### config.mk
export PLATFORM = sky130hd
export DESIGN_NAME = div_issue_ctrl_flat
export DESIGN_NICKNAME = d
export VERILOG_FILES = /design/src/rtl/div_issue_ctrl_pkg.sv /design/src/rtl/div_issue_ctrl_if.sv /design/src/rtl/div_issue_ctrl_out_buf.sv /design/src/rtl/div_issue_ctrl.sv /design/src/flat_wrapper.sv
export SDC_FILE = /design/constraint.sdc
export NUM_CORES = 1
export LEC_CHECK = 0
export CELL_PAD_IN_SITES_DETAIL_PLACEMENT = 0
export CELL_PAD_IN_SITES_GLOBAL_PLACEMENT = 1
export CORE_MARGIN = 8
export CORE_UTILIZATION = 34
export CTS_BUF_LIST = sky130_fd_sc_hd__clkbuf_2
export DETAILED_ROUTE_END_ITERATION = 7
export GPL_ROUTABILITY_DRIVEN = 1
export PLACE_DENSITY = 0.78
export REMOVE_ABC_BUFFERS = 1
export SKIP_LAST_GASP = 1
export SYNTH_ARGS = -nofsm -noshare
export SYNTH_HDL_FRONTEND = slang
export SYNTH_SLANG_ARGS = --single-unit
### constraint.sdc
create_clock -name clk -period 1.85 [get_ports clk]
set_input_delay 0.2775 -clock clk [delete_from_list [all_inputs] [get_ports clk]]
set_output_delay 0.2775 -clock clk [all_outputs]
set_load 0.05 [all_outputs]
### src/rtl/div_issue_ctrl_pkg.sv
// Shared definitions for the divide issue controller: FSM encodings,
// the divide-by-zero quotient and the result payload layout.
package div_issue_ctrl_pkg;

    localparam int unsigned TAG_W_DEF = 6;

    localparam logic [2:0] ST_IDLE   = 3'd0;
    localparam logic [2:0] ST_LAUNCH = 3'd1;
    localparam logic [2:0] ST_WAIT   = 3'd2;
    localparam logic [2:0] ST_DONE0  = 3'd3;
    localparam logic [2:0] ST_RESP   = 3'd4;

    localparam logic [31:0] DIVZERO_Q = 32'hFFFF_FFFF;

    typedef struct packed {
        logic [31:0] hi;
        logic [31:0] lo;
    } div_res_t;

endpackage

### src/rtl/div_issue_ctrl_if.sv
// Bus between the issue controller (master) and the iterative divider (slave).
interface div_issue_ctrl_if;

    logic [31:0] dv_a;
    logic [31:0] dv_b;
    logic        dv_signed;
    logic        dv_start;
    logic        dv_flush;
    logic        dv_busy;
    logic        dv_done;
    logic [31:0] dv_q;
    logic [31:0] dv_rem;

    modport master (
        output dv_a, dv_b, dv_signed, dv_start, dv_flush,
        input  dv_busy, dv_done, dv_q, dv_rem
    );

    modport slave (
        input  dv_a, dv_b, dv_signed, dv_start, dv_flush,
        output dv_busy, dv_done, dv_q, dv_rem
    );

endinterface

### src/rtl/div_issue_ctrl_out_buf.sv
// One-entry valid/ready register slice; accepts a new entry in the cycle
// the current one drains, and a flush empties it.
module div_out_buf #(
    parameter int unsigned W = 70
) (
    input  logic         clk,
    input  logic         resetn,
    input  logic         flush,
    input  logic         load,
    input  logic [W-1:0] load_data,
    output logic         can_load,
    output logic         out_valid,
    input  logic         out_ready,
    output logic [W-1:0] out_data
);

    assign can_load = ~out_valid | out_ready;

    always_ff @(posedge clk or negedge resetn) begin
        if (!resetn) begin
            out_valid <= 1'b0;
            out_data  <= '0;
        end else if (flush) begin
            out_valid <= 1'b0;
        end else if (load && can_load) begin
            out_valid <= 1'b1;
            out_data  <= load_data;
        end else if (out_ready) begin
            out_valid <= 1'b0;
        end
    end

endmodule

### src/rtl/div_issue_ctrl.sv
// Issues one DIV/DIVU at a time to the iterative divider, resolves divide by
// zero locally, and returns {tag, HI=rem, LO=q} through a one-entry buffer.
module div_issue_ctrl
    import div_issue_ctrl_pkg::*;
#(
    parameter int unsigned TAG_W        = TAG_W_DEF,
    parameter logic        DIVZERO_FAST = 1'b1
) (
    input  logic               clk,
    input  logic               resetn,
    input  logic               flush,
    input  logic               in_valid,
    output logic               in_ready,
    input  logic [31:0]        in_a,
    input  logic [31:0]        in_b,
    input  logic               in_signed,
    input  logic [TAG_W-1:0]   in_tag,
    div_issue_ctrl_if.master   dv,
    output logic               out_valid,
    input  logic               out_ready,
    output logic [TAG_W-1:0]   out_tag,
    output logic [31:0]        out_hi,
    output logic [31:0]        out_lo
);

    logic [2:0]       state, state_d;
    logic [31:0]      a_q, b_q;
    logic             sgn_q;
    logic [TAG_W-1:0] tag_q;
    div_res_t         res_q;
    logic             squash;

    logic             buf_can_load;
    logic             accept;
    logic             capture;
    logic [TAG_W+63:0] buf_dout;

    assign in_ready = (state == ST_IDLE) & buf_can_load & ~flush;
    assign accept   = in_valid & in_ready;
    assign capture  = (state == ST_WAIT) & dv.dv_done & ~squash;

    // Operands always come from the latched copy so they stay stable for the whole divide.
    assign dv.dv_a      = a_q;
    assign dv.dv_b      = b_q;
    assign dv.dv_signed = sgn_q;
    assign dv.dv_start  = (state == ST_LAUNCH) & ~dv.dv_busy & ~flush;
    assign dv.dv_flush  = flush;

    always_comb begin
        state_d = state;
        unique case (state)
            ST_IDLE:   if (accept) state_d = (DIVZERO_FAST && in_b == '0) ? ST_DONE0 : ST_LAUNCH;
            ST_LAUNCH: if (!dv.dv_busy) state_d = ST_WAIT;
            ST_WAIT:   if (capture) state_d = ST_RESP;
            ST_DONE0:  state_d = ST_RESP;
            ST_RESP:   if (buf_can_load) state_d = ST_IDLE;
            default:   state_d = ST_IDLE;
        endcase
        if (flush) state_d = ST_IDLE;
    end

    always_ff @(posedge clk or negedge resetn) begin
        if (!resetn) begin
            state  <= ST_IDLE;
            a_q    <= '0;
            b_q    <= '0;
            sgn_q  <= 1'b0;
            tag_q  <= '0;
            res_q  <= '0;
            squash <= 1'b0;
        end else begin
            state  <= state_d;
            // A flush on the divider's final iteration can still yield one done pulse.
            squash <= flush & (state == ST_WAIT);
            if (accept) begin
                a_q   <= in_a;
                b_q   <= in_b;
                sgn_q <= in_signed;
                tag_q <= in_tag;
            end
            if (capture) begin
                res_q.hi <= dv.dv_rem;
                res_q.lo <= dv.dv_q;
            end else if (state == ST_DONE0) begin
                res_q.hi <= a_q;
                res_q.lo <= DIVZERO_Q;
            end
        end
    end

    div_out_buf #(
        .W(TAG_W + 64)
    ) u_out_buf (
        .clk       (clk),
        .resetn    (resetn),
        .flush     (flush),
        .load      ((state == ST_RESP) & ~flush),
        .load_data ({tag_q, res_q.hi, res_q.lo}),
        .can_load  (buf_can_load),
        .out_valid (out_valid),
        .out_ready (out_ready),
        .out_data  (buf_dout)
    );

    assign out_tag = buf_dout[TAG_W+63:64];
    assign out_hi  = buf_dout[63:32];
    assign out_lo  = buf_dout[31:0];

endmodule

### src/flat_wrapper.sv
// flat-port wrapper written by rule: the top's interface ports become plain ports
module div_issue_ctrl_flat import div_issue_ctrl_pkg::*;
#(
    parameter int unsigned TAG_W        = TAG_W_DEF,
    parameter logic        DIVZERO_FAST = 1'b1
)
  (clk, resetn, flush, in_valid, in_ready, in_a, in_b, in_signed, in_tag, out_valid, out_ready, out_tag, out_hi, out_lo, dv_dv_a, dv_dv_b, dv_dv_signed, dv_dv_start, dv_dv_flush, dv_dv_busy, dv_dv_done, dv_dv_q, dv_dv_rem);
  div_issue_ctrl_if dv_i ();
  input  logic clk;
  input  logic resetn;
  input  logic flush;
  input  logic in_valid;
  output logic in_ready;
  input  logic [31:0] in_a;
  input  logic [31:0] in_b;
  input  logic in_signed;
  input  logic [TAG_W-1:0] in_tag;
  output logic out_valid;
  input  logic out_ready;
  output logic [TAG_W-1:0] out_tag;
  output logic [31:0] out_hi;
  output logic [31:0] out_lo;
  output wire logic [$bits(dv_i.dv_a)-1:0] dv_dv_a;
  output wire logic [$bits(dv_i.dv_b)-1:0] dv_dv_b;
  output wire logic [$bits(dv_i.dv_signed)-1:0] dv_dv_signed;
  output wire logic [$bits(dv_i.dv_start)-1:0] dv_dv_start;
  output wire logic [$bits(dv_i.dv_flush)-1:0] dv_dv_flush;
  input wire logic [$bits(dv_i.dv_busy)-1:0] dv_dv_busy;
  input wire logic [$bits(dv_i.dv_done)-1:0] dv_dv_done;
  input wire logic [$bits(dv_i.dv_q)-1:0] dv_dv_q;
  input wire logic [$bits(dv_i.dv_rem)-1:0] dv_dv_rem;
  assign dv_dv_a = dv_i.dv_a;
  assign dv_dv_b = dv_i.dv_b;
  assign dv_dv_signed = dv_i.dv_signed;
  assign dv_dv_start = dv_i.dv_start;
  assign dv_dv_flush = dv_i.dv_flush;
  assign dv_i.dv_busy = dv_dv_busy;
  assign dv_i.dv_done = dv_dv_done;
  assign dv_i.dv_q = dv_dv_q;
  assign dv_i.dv_rem = dv_dv_rem;
  div_issue_ctrl #(.TAG_W(TAG_W), .DIVZERO_FAST(DIVZERO_FAST)) u_core (.clk(clk), .resetn(resetn), .flush(flush), .in_valid(in_valid), .in_ready(in_ready), .in_a(in_a), .in_b(in_b), .in_signed(in_signed), .in_tag(in_tag), .dv(dv_i), .out_valid(out_valid), .out_ready(out_ready), .out_tag(out_tag), .out_hi(out_hi), .out_lo(out_lo));
endmodule
Yosys cells after proc, flatten, opt, wreduce, memory -nomap -nowiden

Cells that the tools add are included.
W data, S select, Z words.

Output and inout port bits: 139
RAM bits: 0
Logic and storage cells: 51
Memories: 0
Bits in latches: 0
Flip-flop bits (word level): 210
ROM bits: 0
Input bits: 142

Shifts and indexed selects: 0
Add/sub/neg operators: 0
Bitwise gates (word level): 14
Reductions and logical operators: 7
Multiplexer cells: 12
Multiply operators: 0
Order comparisons: 0
Equality and inequality tests: 8
Div/mod/pow operators: 0

Operators with widths:

| operator             | count |
|---|---|
| $mux W64             | 2 |
| $logic_not A32 Y1    | 1 |
| $mux W3              | 5 |
| $pmux W3 S5          | 1 |
| $and A1 B1 Y1        | 9 |
| $ne A3 B2 Y1 const B | 3 |
| $eq A3 B2 Y1 const B | 2 |
| $not A1 Y1           | 4 |
| $reduce_and A4 Y1    | 1 |
| $eq A3 B1 Y1 const B | 1 |
| $eq A3 B3 Y1 const B | 1 |
| $logic_not A3 Y1     | 1 |
| $mux W1              | 3 |
| $ne A3 B3 Y1 const B | 1 |
| $reduce_bool A3 Y1   | 1 |
| $mux W2              | 1 |
| $reduce_and A2 Y1    | 1 |
| $reduce_bool A2 Y1   | 1 |
| $logic_and A1 B1 Y1  | 1 |
| $or A1 B1 Y1         | 1 |

Depth between registers and ports, before layout

Gate-level depths: netlist of run 1.

Word-level depth: 8
Gate-level depth with buffers: 6

Hierarchy

From an unflattened synthesis of run 1, not the netlist that was laid out.

Cells, all modules: 556
Area total of the unflattened synthesis: 8599.5 µm²

Modules (own cells, without submodules):

| module         | area an instance (µm²) | sequential area each (µm²) | instances | cells an instance |
|---|---|---|---|---|
| div_issue_ctrl | 5911.9                 | 3478.3                     | 1         | 403 |
| div_out_buf    | 2687.6                 | 1776.7                     | 1         | 153 |

Least setup slack after synthesis of run 1

OpenSTA, ideal clock, no wires.

Path kind: register to register
Start: register u_core.u_out_buf.out_valid
End: register u_core.a_q[0] (netlist: u_core.dv.dv_a[0])
Cell stages (with the launch flop): 6
Period minus slack after synthesis: 2.690 ns
Setup slack: -0.840 ns
Setup time: 0.125 ns
Arrival: 2.565 ns
Cells stage by stage: dfrtp_1 nor2b_1 nor4_2 nand2_1 buf_2 mux2_2

Cells in the longest elaborated chain, start to end: 5

Ends and longest elaborated chain:

| element                     | line                         | RTL |
|---|---|---|
| start, declared             | div_issue_ctrl_out_buf.sv:12 | `output logic out_valid,` |
| start signal, assigned      | div_issue_ctrl_out_buf.sv:21 | `out_valid <= 1'b0;` |
| start signal, assigned      | div_issue_ctrl_out_buf.sv:24 | `out_valid <= 1'b0;` |
| start signal, assigned      | div_issue_ctrl_out_buf.sv:26 | `out_valid <= 1'b1;` |
| $not A1 Y1                  | div_issue_ctrl_out_buf.sv:17 | `assign can_load = ~out_valid \| out_ready;` |
| $or A1 B1 Y1                | div_issue_ctrl_out_buf.sv:17 |  |
| $and A1 B1 Y1 (2 in series) | div_issue_ctrl.sv:38         | `assign in_ready = (state == ST_IDLE) & buf_can_load & ~flush;` |
| named net in_ready          | flat_wrapper.sv:13           | `output logic in_ready;` |
| $and A1 B1 Y1               | div_issue_ctrl.sv:39         | `assign accept = in_valid & in_ready;` |
| end signal, assigned        | div_issue_ctrl.sv:76         | `a_q <= in_a;` |
| end, declared               | div_issue_ctrl.sv:27         | `logic [31:0] a_q, b_q;` |

The timed path passes the listed nets, and every way through them passes these cells.
A chain may end at the register's enable or synchronous reset.

Worst setup path in the final report of run 1

Start: register u_core.state[1]
End: output port dv_dv_start

Cells in the longest elaborated chain, start to end: 3

Ends and longest elaborated chain:

| element                     | line                 | RTL |
|---|---|---|
| start, declared             | div_issue_ctrl.sv:26 | `logic [2:0] state, state_d;` |
| start signal, assigned      | div_issue_ctrl.sv:72 | `state <= state_d;` |
| $eq A3 B1 Y1                | div_issue_ctrl.sv:46 | `assign dv.dv_start = (state == ST_LAUNCH) & ~dv.dv_busy & ~flush;` |
| $and A1 B1 Y1 (2 in series) | div_issue_ctrl.sv:46 |  |
| end, declared               | flat_wrapper.sv:26   | `output wire logic [$bits(dv_i.dv_start)-1:0] dv_dv_start;` |

Every way passes these cells.

==> results of run 1 <==
-- stage by stage --
step / hold slack (ns) / cells / setup WS, ns / area [sq um]
final: 0.114 / 1290 / -0.533 / 12400
after CTS: 0.00231 / 1281 / -0.649 / 12200
after floorplan: -0.0181 / 523 / -2.23 / 8250
after global placement: 0.169 / 1158 / -0.400 / 11800
after global routing: -0.00398 / 1290 / -0.671 / 12400
after detailed placement: 0.168 / 1158 / -0.428 / 11800
-- final timing paths --
kind,cells past startpoint,start,endpoint
setup / recovery,4,u_core.state[1],dv_dv_start
hold / removal,3,dv_dv_rem[3],u_core.res_q[35]
setup reg to reg,5,u_core.state[1],u_core.u_out_buf.out_data[62]
hold reg to reg,2,u_core.res_q[47],u_core.res_q[47]
max in group asynchronous,4,resetn,u_core.dv.dv_a[4]
min in group asynchronous,3,resetn,u_core.u_out_buf.out_data[4]
-- worst min-delay path, delay by kind of cell --
| kind | cells | cell delay, ns |
|---|---|---|
| compound gates | 1 | 0.08 |
| buf+inv | 1 | 0.39 |
| mux | 1 | 0.12 |
-- flip-flops by register name, indices dropped and copies added (netlist names) --
name / count
u_core.dv.dv_b: 32
u_core.u_out_buf.out_data: 70
u_core.state: 3
u_core.squash: 1
u_core.res_q: 64
u_core.dv.dv_signed: 1
u_core.u_out_buf.out_valid: 1
u_core.tag_q: 6
u_core.dv.dv_a: 32
-- final cells by class --
cell class	count	area share
Clock buffer	88	0.0355
Tap cell	324	0.0327
Sequential cell	210	0.424
Clock inverter	8	0.00273
Timing Repair Buffer	345	0.258
Multi-Input combinational cell	313	0.246
Antenna cell	1	0.000202
Inverter	1	0.000303
-- metal layers --
metal | GRT usage | share of wire | vias up
met5 | 0 | 0.00055 | -
met4 | 0.0442 | 0.016 | 2
met3 | 0.0647 | 0.089 | 44
met2 | 0.234 | 0.45 | 221
met1 | 0.190 | 0.44 | 2839
li1 | - | - | 2783
-- power breakdown --
part	switching (uW)	total, uW	leakage (uW)	internal (uW)
clock	1830	3070	0.000377	1230
combinational	7600	12000	0.00321	4380
sequential	1250	8030	0.00250	6770
total	10700	23100	0.00608	12400
-- synth_stat cells (all sizes together) --
cell    instances
or3             1
dfrtp         210
and3            1
buf            20
nand2b          2
a21oi           2
clkbuf         14
nor3b           1
or4b            3
mux2i          32
nor2b           2
or2             2
o21ai          34
or4             1
nor3            2
mux2          141
o21bai          1
nor2            5
nand2          38
nor4            8
o22a           32
and2            1
a211oi          1
inv             1
nand4           2
-- cells by family (layout without fill, tap and decap cells) --
group | Yosys count | after routing
flops | 210 | 210
mux | 173 | 173
compound gates | 70 | 70
simple gates | 69 | 70
buf+inv | 35 | 442
other cells | 0 | 1
-- repair_timing --
action                                  4_1_cts  5_1_grt
cloned                                        5        6
resized for setup                           436       22
hold buffers                                 18        0
endpoints found under the setup margin      115      172
pin swaps                                     2        3
setup buffers                                 4        5
hold endpoints to repair                    225        0
==> impl_metrics.tcl, run 1 <==
set metrics [dict create \
    crit_type "flip-flop to output pin" \
    synthTopCellsByArea "dfrtp_1, mux2_4, mux2_2, mux2i_1, o22a_1" \
    ff2ff_setup_slack_ns -0.21 \
    grt_pass1_wl_um 36700 \
    n_fill_cell 2205 \
    setup_slack_ns -0.533 \
    skew_ns 0.0630 \
    grt_pass1_vias 6527 \
    path_max_fanout 6 \
    synthMuxAreaShare 0.257 \
    synth_area_sq_um 8450 \
    drcViolationCount 0 \
    grt.total_usage 0.151 \
    cts_tree "done" \
    cts_root_buf "clkbuf_2" \
    synth_top_family_by_area "multiplexers" \
    pin_count 281 \
    powerDensity_nw_per_um2 1860 \
    final_common_cell "dfrtp_1" \
    violations "negative setup slack" \
    hold_viol_final 0 \
    status "finished with violations" \
    post_drt_wl_per_cell_um 18.3 \
    antenna_found_initial 2 \
    setup_violations 112 \
    rsz0062_at_grt "yes" \
    first_pass_iters 4 \
    multi_input_area_sq_um 3050 \
    dieArea_sq_um 30100 \
    areaGrowthSynthToFinish_pct 46.7 \
    synth_top_cell_by_area "dfrtp_1" \
    nets 1069 \
    arrival_ns 2.11 \
    clockBufferDepth 3 \
    p_total_uw 23100 \
    crit_chain "buf_4 -> or4b_4 -> nor2_4 -> buf_12" \
    ys_seq_area_frac 0.622 \
    die_w_um 174 \
    fin_crit_ns 2.38 \
    finalMaxSlewViolations 0 \
    cts_made_buffers 56 \
    grt_overflow 0 \
    ys.warnings.count 0 \
    slowest_delay_ns 0.55 \
    crit_buf_inv 2 \
    ant_nets 0 \
    crit_slowest_cell "or4b_4" \
    setup-tns-final_ns -12.51 \
    clock-sinks 210 \
    max-cap-violations 0 \
    core.rowCount 57 \
    max_slew_margin 0.725 \
    portBuffers 280 \
    synth-xor-area-share 0 \
    final_cell_mix "dfrtp_1, clkdlybuf4s50_1, clkbuf_2" \
    cts_htree_levels 2 \
    via_per_inst 4.57 \
    crit_path_end_kind "output pin" \
    drt_iter0_markers 181 \
    gp_congestion 0.710 \
    synth_compound_area_frac 0.0563 \
    dp_hpwl_um 15900 \
    ff_latch_area_sq_um 5260 \
    finalCritPeriodShare 1.29 \
    hold_class "input pin to flip-flop" \
    yosysTopAreaCellShare 0.622 \
    grt_max_degree 73 \
    routed_wl_um 23700 \
    synth_fa_ha_area_frac 0 \
    clkLatencyLatePin_ns 0.79 \
    max_freq_mhz 420 \
    synthSimpleGateAreaFrac 0.0404 \
    syn_inst 557 \
    ys_types 31 \
    p_leak_uw 0.00608 \
    vias 5889 \
    initial_utilization 0.346 \
    drive_above_1_share 0.446 \
    syn-mean-instance-area_sq_um 15.2 \
    fin_util 0.508 \
    max_slew.worst_pin.slew_ns 0.411 \
    required_ns 1.57 \
    die_h_um 174 \
    critPathTopFamily "simple AND/OR/NAND/NOR gates" \
    cts.reportedPaths.clkPinSlew_ns 0.10 \
    ys_seq_elements 210 \
    cp-start-kind "flip-flop" \
    ir_drop_v 0.000922 \
    coreArea_sq_um 24400 \
]
(Power assumes the default switching activity.)
==> inputs of run 2 (changes only) <==
--- a/config.mk
+++ b/config.mk
@@ -7,9 +7,9 @@
 export LEC_CHECK = 0
 export CELL_PAD_IN_SITES_DETAIL_PLACEMENT = 0
 export CELL_PAD_IN_SITES_GLOBAL_PLACEMENT = 1
-export CORE_MARGIN = 8
+export CORE_MARGIN = 2
 export CORE_UTILIZATION = 34
-export CTS_BUF_LIST = sky130_fd_sc_hd__clkbuf_2
+export CTS_BUF_LIST = sky130_fd_sc_hd__clkbuf_2 sky130_fd_sc_hd__clkbuf_4 sky130_fd_sc_hd__clkbuf_8
 export DETAILED_ROUTE_END_ITERATION = 7
 export GPL_ROUTABILITY_DRIVEN = 1
 export PLACE_DENSITY = 0.78
==> run 2 against run 1 <==
  * The flow still finishes with violations (negative setup slack)
  * Combinational power about the same
  * Worst hold slack better by 0.19 ns
  * Setup slack better by 0.26 ns
  * First-iteration DRC count up 6.6%
  * Sequential share of layout area down 1.5 points
  * Register-to-register slack better by 0.02 ns
  * Sequential power about the same
  * Largest cell class unchanged
  * Largest power group unchanged
==> impl_metrics.tcl, run 2 (same netlist as run 1, synthesis figures left out) <==
set metrics [dict create \
    wl_met1_um 9770 \
    setup-tns-final_ns -8.91 \
    areaGrowthSynthToFinish_pct 52.3 \
    ff2ff_setup_slack_ns -0.19 \
    required_ns 1.57 \
    dp_hpwl_um 14800 \
    crit_path_end_kind "output pin" \
    stdcell_count 1241 \
    max_slew.worst_pin.slew_ns 0.539 \
    grt_overflow 0 \
    max_slew_margin 0.642 \
    regMostFlops "u_core.u_out_buf.out_data" \
    finalCritPeriodShare 1.15 \
    portBuffers 280 \
    dieArea_sq_um 26100 \
    p_leak_uw 0.00619 \
    powerDensity_nw_per_um2 1910 \
    dpl_cell_area_sq_um 11900 \
    cts_htree_levels 2 \
    die_h_um 162 \
    antenna_cells 0 \
    drt_iter0_markers 193 \
    first_pass_iters 4 \
    ir_drop_v 0.00107 \
    finalMaxSlewViolations 0 \
    final_common_cell "dfrtp_1" \
    cts_tree "done" \
    clock-sinks 210 \
    ant_nets 0 \
    grt_pass1_wl_um 34200 \
    path_max_fanout 6 \
    cts_root_buf "clkbuf_8" \
    clkLatencyLatePin_ns 0.52 \
    vias 5708 \
    wl_met3_um 1860 \
    clockBufferDepth 3 \
    fin_util 0.527 \
    cp-start-kind "flip-flop" \
    rsz0062_at_grt "yes" \
    route.met2.wl_um 9630 \
    hold_viol_final 0 \
    initial_utilization 0.346 \
    coreArea_sq_um 24400 \
    core.rowCount 57 \
    drcViolationCount 0 \
    reg_top3 "u_core.u_out_buf.out_data (70), u_core.res_q (64)" \
    placed_cells 1160 \
    hold_class "input pin to async pin" \
    arrival_ns 1.85 \
    violations "negative setup slack" \
    post_drt_wl_per_cell_um 17.5 \
    setup_slack_ns -0.277 \
    cts.reportedPaths.clkPinSlew_ns 0.06 \
    antenna_found_initial 0 \
    final_cell_area_sq_um 12900 \
    drive_above_1_share 0.335 \
    grt_pass1_vias 6075 \
    grt_max_degree 53 \
    via_per_inst 4.60 \
    status "finished with violations" \
    pin_count 281 \
    gp_congestion 0.749 \
    setup_violations 72 \
    cts_made_buffers 38 \
    routed.top_layer "met4" \
    max_freq_mhz 470 \
    nets 1034 \
    final_cell_mix "dfrtp_1, clkdlybuf4s50_1, dlygate4sd2_1" \
    routed_wl_um 21700 \
    pre_cts_slack_ns -0.391 \
    largest_register_ffs 70 \
    max-cap-violations 0 \
    die_w_um 162 \
    fin_crit_ns 2.13 \
    grt.total_usage 0.168 \
    crit_type "flip-flop to output pin" \
    skew_ns 0.0143 \
]
## run 2: per-stage QoR
| step | hold slack [ns] | power, uW |
|---|---|---|
| 2_1_floorplan | -0.0181 | 16300 |
| 3_3_place_gp | 0.276 | 20600 |
| 3_5_place_dp | 0.279 | 20800 |
| 4_1_cts | 0.280 | 24900 |
| 5_1_grt | 0.304 | 25900 |
| 6_report | 0.305 | 24600 |
## run 2: report_power, final
group	switching, uW	internal [uW]
Combinational	7500	4470
Sequential	1220	6800
Clock	1880	2700
Total	10600	14000
## run 2: final timing paths
kind / from / to / cells past startpoint
min: resetn / u_core.dv.dv_a[22] / 2
max in group asynchronous: resetn / u_core.tag_q[4] / 3
max reg2reg: u_core.state[1] / u_core.u_out_buf.out_data[41] / 5
min in group clk: in_tag[3] / u_core.tag_q[3] / 2
min reg2reg: u_core.res_q[59] / u_core.res_q[59] / 2
max: u_core.state[1] / dv_dv_start / 4
## run 2: metal layers
| layer | vias up | track usage |
|---|---|---|
| li1 | 2695 | - |
| met1 | 2755 | 0.231 |
| met2 | 219 | 0.253 |
| met3 | 39 | 0.0565 |
| met4 | 0 | 0.0475 |
| met5 | - | 0 |
## run 2: final cells by class
class	instances	area (sq um)
Fill cell	2125	11500
Sequential cell	210	5260
Timing Repair Buffer	329	3350
Multi-Input combinational cell	312	3050
Clock buffer	60	751
Tap cell	324	405
Clock inverter	5	55.1
Inverter	1	3.75
## run 2: critical path, stage by stage, from the launching register on
cell and delay [ns]:
dfrtp_1 0.38, buf_4 0.16, or4b_4 0.54, nor2_4 0.12, buf_12 0.14
## run 2: repair_timing
action / CTS / global route
endpoints found under the hold margin: 44 / 0
hold buffers: 1 / 0
pin swaps: 0 / 0
cloned: 6 / 0
buffers inserted: 7 / 2
endpoints found under the setup margin: 140 / 102
gates resized for setup: 112 / 5
==> edit: new RTL, settings of run 1 <==
The package constant `TAG_W_DEF` goes from 6 to 12.
--- a/src/rtl/div_issue_ctrl_pkg.sv
+++ b/src/rtl/div_issue_ctrl_pkg.sv
@@ -3,5 +3,5 @@
 package div_issue_ctrl_pkg;
 
-    localparam int unsigned TAG_W_DEF = 6;
+    localparam int unsigned TAG_W_DEF = 12;
 
     localparam logic [2:0] ST_IDLE   = 3'd0;
Interface: changed (resized in_tag and out_tag); port bits go from 281 to 293. The function was not compared with the original's and may differ.
==> edit against run 1 <==
The run still ends with setup timing left; synthesized area up 2.0%; wire length increased by 2.8%; final area is 4.7% higher; utilization up 1.0 points; setup slack gained 0.23 ns; worst hold slack better by 0.0054 ns; sequential cell count rose by 12; global-route usage is 0.63 points higher; die area rose by 1.8%.
Power is not compared: it rests on default switching activity, and its combinational part moved more than twofold at a synthesized area within 25%.
==> edit: results (changes against run 1) <==
metric;value;unit;change
outcome;finished, violations left;;unchanged
failing checks;setup timing;;unchanged
worst-skew pair later-pin latency;0.82;ns;was 0.79 ns
CTS Buf Count;58;;was 56
clk buf depth;3;;unchanged
drt via density;4.56;;was 4.57
Congestion Overflow GR;0;;unchanged
placed cell area;12100;µm²;was 11,800 µm²
drt pass-1 iters;4;;unchanged
Starting DRT DRC Count;284;;was 181
post-synthesis async set-or-reset flop share;100;%;unchanged
gr usage total;15.8;%;was 15.1%
Crit-path slowest cell;dfrtp_2;;was or4b_4
layout cell share with drive strength beyond 1;43.2;%;was 44.6%
initial antenna violation count;1;;was 2
fill count;2245;;was 2,205
Worst EP arrival;1.87;ns;was 2.11 ns
Area contributors post-synth;dfrtp_1, mux2_2, mux2i_1, o22a_1, o21ai_0;;was dfrtp_1, mux2_4, mux2_2, mux2i_1, o22a_1
crit-path max cell delay;0.43;ns;was 0.55 ns
Post-layout nets;1146;;was 1,069
worst setup margin;-0.299;ns;was -0.533 ns
crit path max fanout;2;;was 6
CP top delay family;flip-flops;;was simple AND/OR/NAND/NOR gates
vias in the first global route;7045;;was 6,527
top flop regs;u_core.u_out_buf.out_data x76, u_core.res_q x64;;was u_core.u_out_buf.out_data x70, u_core.res_q x64
final WL;24300;µm;was 23,700 µm
Finished Layout Cells;1363;;was 1,290
post-synth cell types;30;;was 31
clock skew;0.0821;ns;was 0.0630 ns
top cells by count, synth;dfrtp_1, mux2_2, nand2_1, o21ai_0;;was dfrtp_1, mux2_2, mux2_4
H-tree levels;2;;unchanged
largest net degree at the start of global routing;60;;was 73
Mapped Cells;571;;was 557
CTS Root Cell;clkbuf_2;;unchanged
Worst Tran Pin Value;0.491;ns;was 0.411 ns
EDFF count, synth;0;;unchanged
post-DP HPWL;17300;µm;was 15,900 µm
LEAKAGE;6.29;nW;
accumulated negative setup slack;-0.527;ns;was -12.51 ns
placer congestion estimate;0.732;;was 0.710
I/O Buffers;292;;was 280
Hold WC Path Type;input port to register;;unchanged
maximum VDD drop;0.000547;V;
Psw;6.24;mW;
first-pass GRT wire length;39000;µm;was 36,700 µm
placed cell count;1204;;was 1,158
endpoints failing setup;2;;was 112
sequential area share after synthesis;64.5;%;was 62.2%
==> edit: kinds of logic (layout without fill, tap and decap cells) <==
| family | Yosys count | count (layout) | synth area share, % |
|---|---|---|---|
| flip-flops | 222 | 222 | 64.5 |
| multiplexers | 185 | 185 | 24.1 |
| AO/OA/AOI/OAI | 71 | 71 | 5.62 |
| AND/OR/NAND/NOR | 59 | 59 | 3.46 |
| buffers and inverters | 34 | 495 | 2.38 |
| other | 0 | 1 | 0 |
==> edit: path summary, 6_finish.rpt <==
kind | start | endpoint | slack [ns] | cells past startpoint
max | u_core.state[2] | dv_dv_start | -0.30 | 5
min | dv_dv_rem[4] | u_core.res_q[36] | 0.12 | 3
max reg2reg | u_core.u_out_buf.out_valid | u_core.u_out_buf.out_data[66] | 0.12 | 6
min reg2reg | u_core.res_q[56] | u_core.res_q[56] | 0.48 | 2
max in group asynchronous | resetn | u_core.state[2] | 0.60 | 4
min in group asynchronous | resetn | u_core.u_out_buf.out_data[33] | 0.55 | 3
==> edit: worst min-delay path, cell delays in order <==
cell and delay (ns):
clkdlybuf4s50_1 0.40, mux2i_1 0.13, o21ai_0 0.08
==> edit: power by group through the flow <==
| stage | combinational [mW] | clock (mW) | sequential, mW |
|---|---|---|---|
| after floorplan | 1.32 | 0 | 9.30 |
| after global placement | 5.95 | 0 | 6.98 |
| after detailed placement | 6.00 | 0 | 7.03 |
| after CTS | 5.74 | 3.42 | 6.92 |
| after global routing | 6.09 | 3.70 | 7.11 |
| final | 5.76 | 3.23 | 6.92 |
==> edit: per-layer routing <==
| metal | up-vias | global-route usage, % | part of all wire [%] |
|---|---|---|---|
| li1 | 2931 | - | - |
| met1 | 3032 | 19.4 | 42 |
| met2 | 229 | 25.4 | 48 |
| met4 | 0 | 4.13 | 1.1 |
| met3 | 27 | 6.28 | 8.8 |
| met5 | - | 0 | 0 |
==> edit: timing repair <==
item / 4_1_cts / 5_1_grt
setup buffers: 4 / 3
hold buffers: 58 / 0
gates resized for setup: 454 / 40
pin swaps: 3 / 2
setup endpoints to repair: 89 / 40
hold endpoints to repair: 278 / 0
==> edit: final cells by class <==
class,count,area share [%]
flip-flops and latches,222,42.8
repair buffers,401,27.8
multi-input cells,315,22.4
clock buffers,84,3.24
well taps,330,3.18
clock inverters,10,0.530
diodes,1,0.0193
==> edit: stage by stage <==
stage	setup WS (ns)	total power, mW
final	-0.299	15.9
after CTS	-0.444	16.1
after global placement	-0.151	12.9
after global routing	-0.477	16.9
after floorplan	-2.48	10.6
after detailed placement	-0.195	13.0
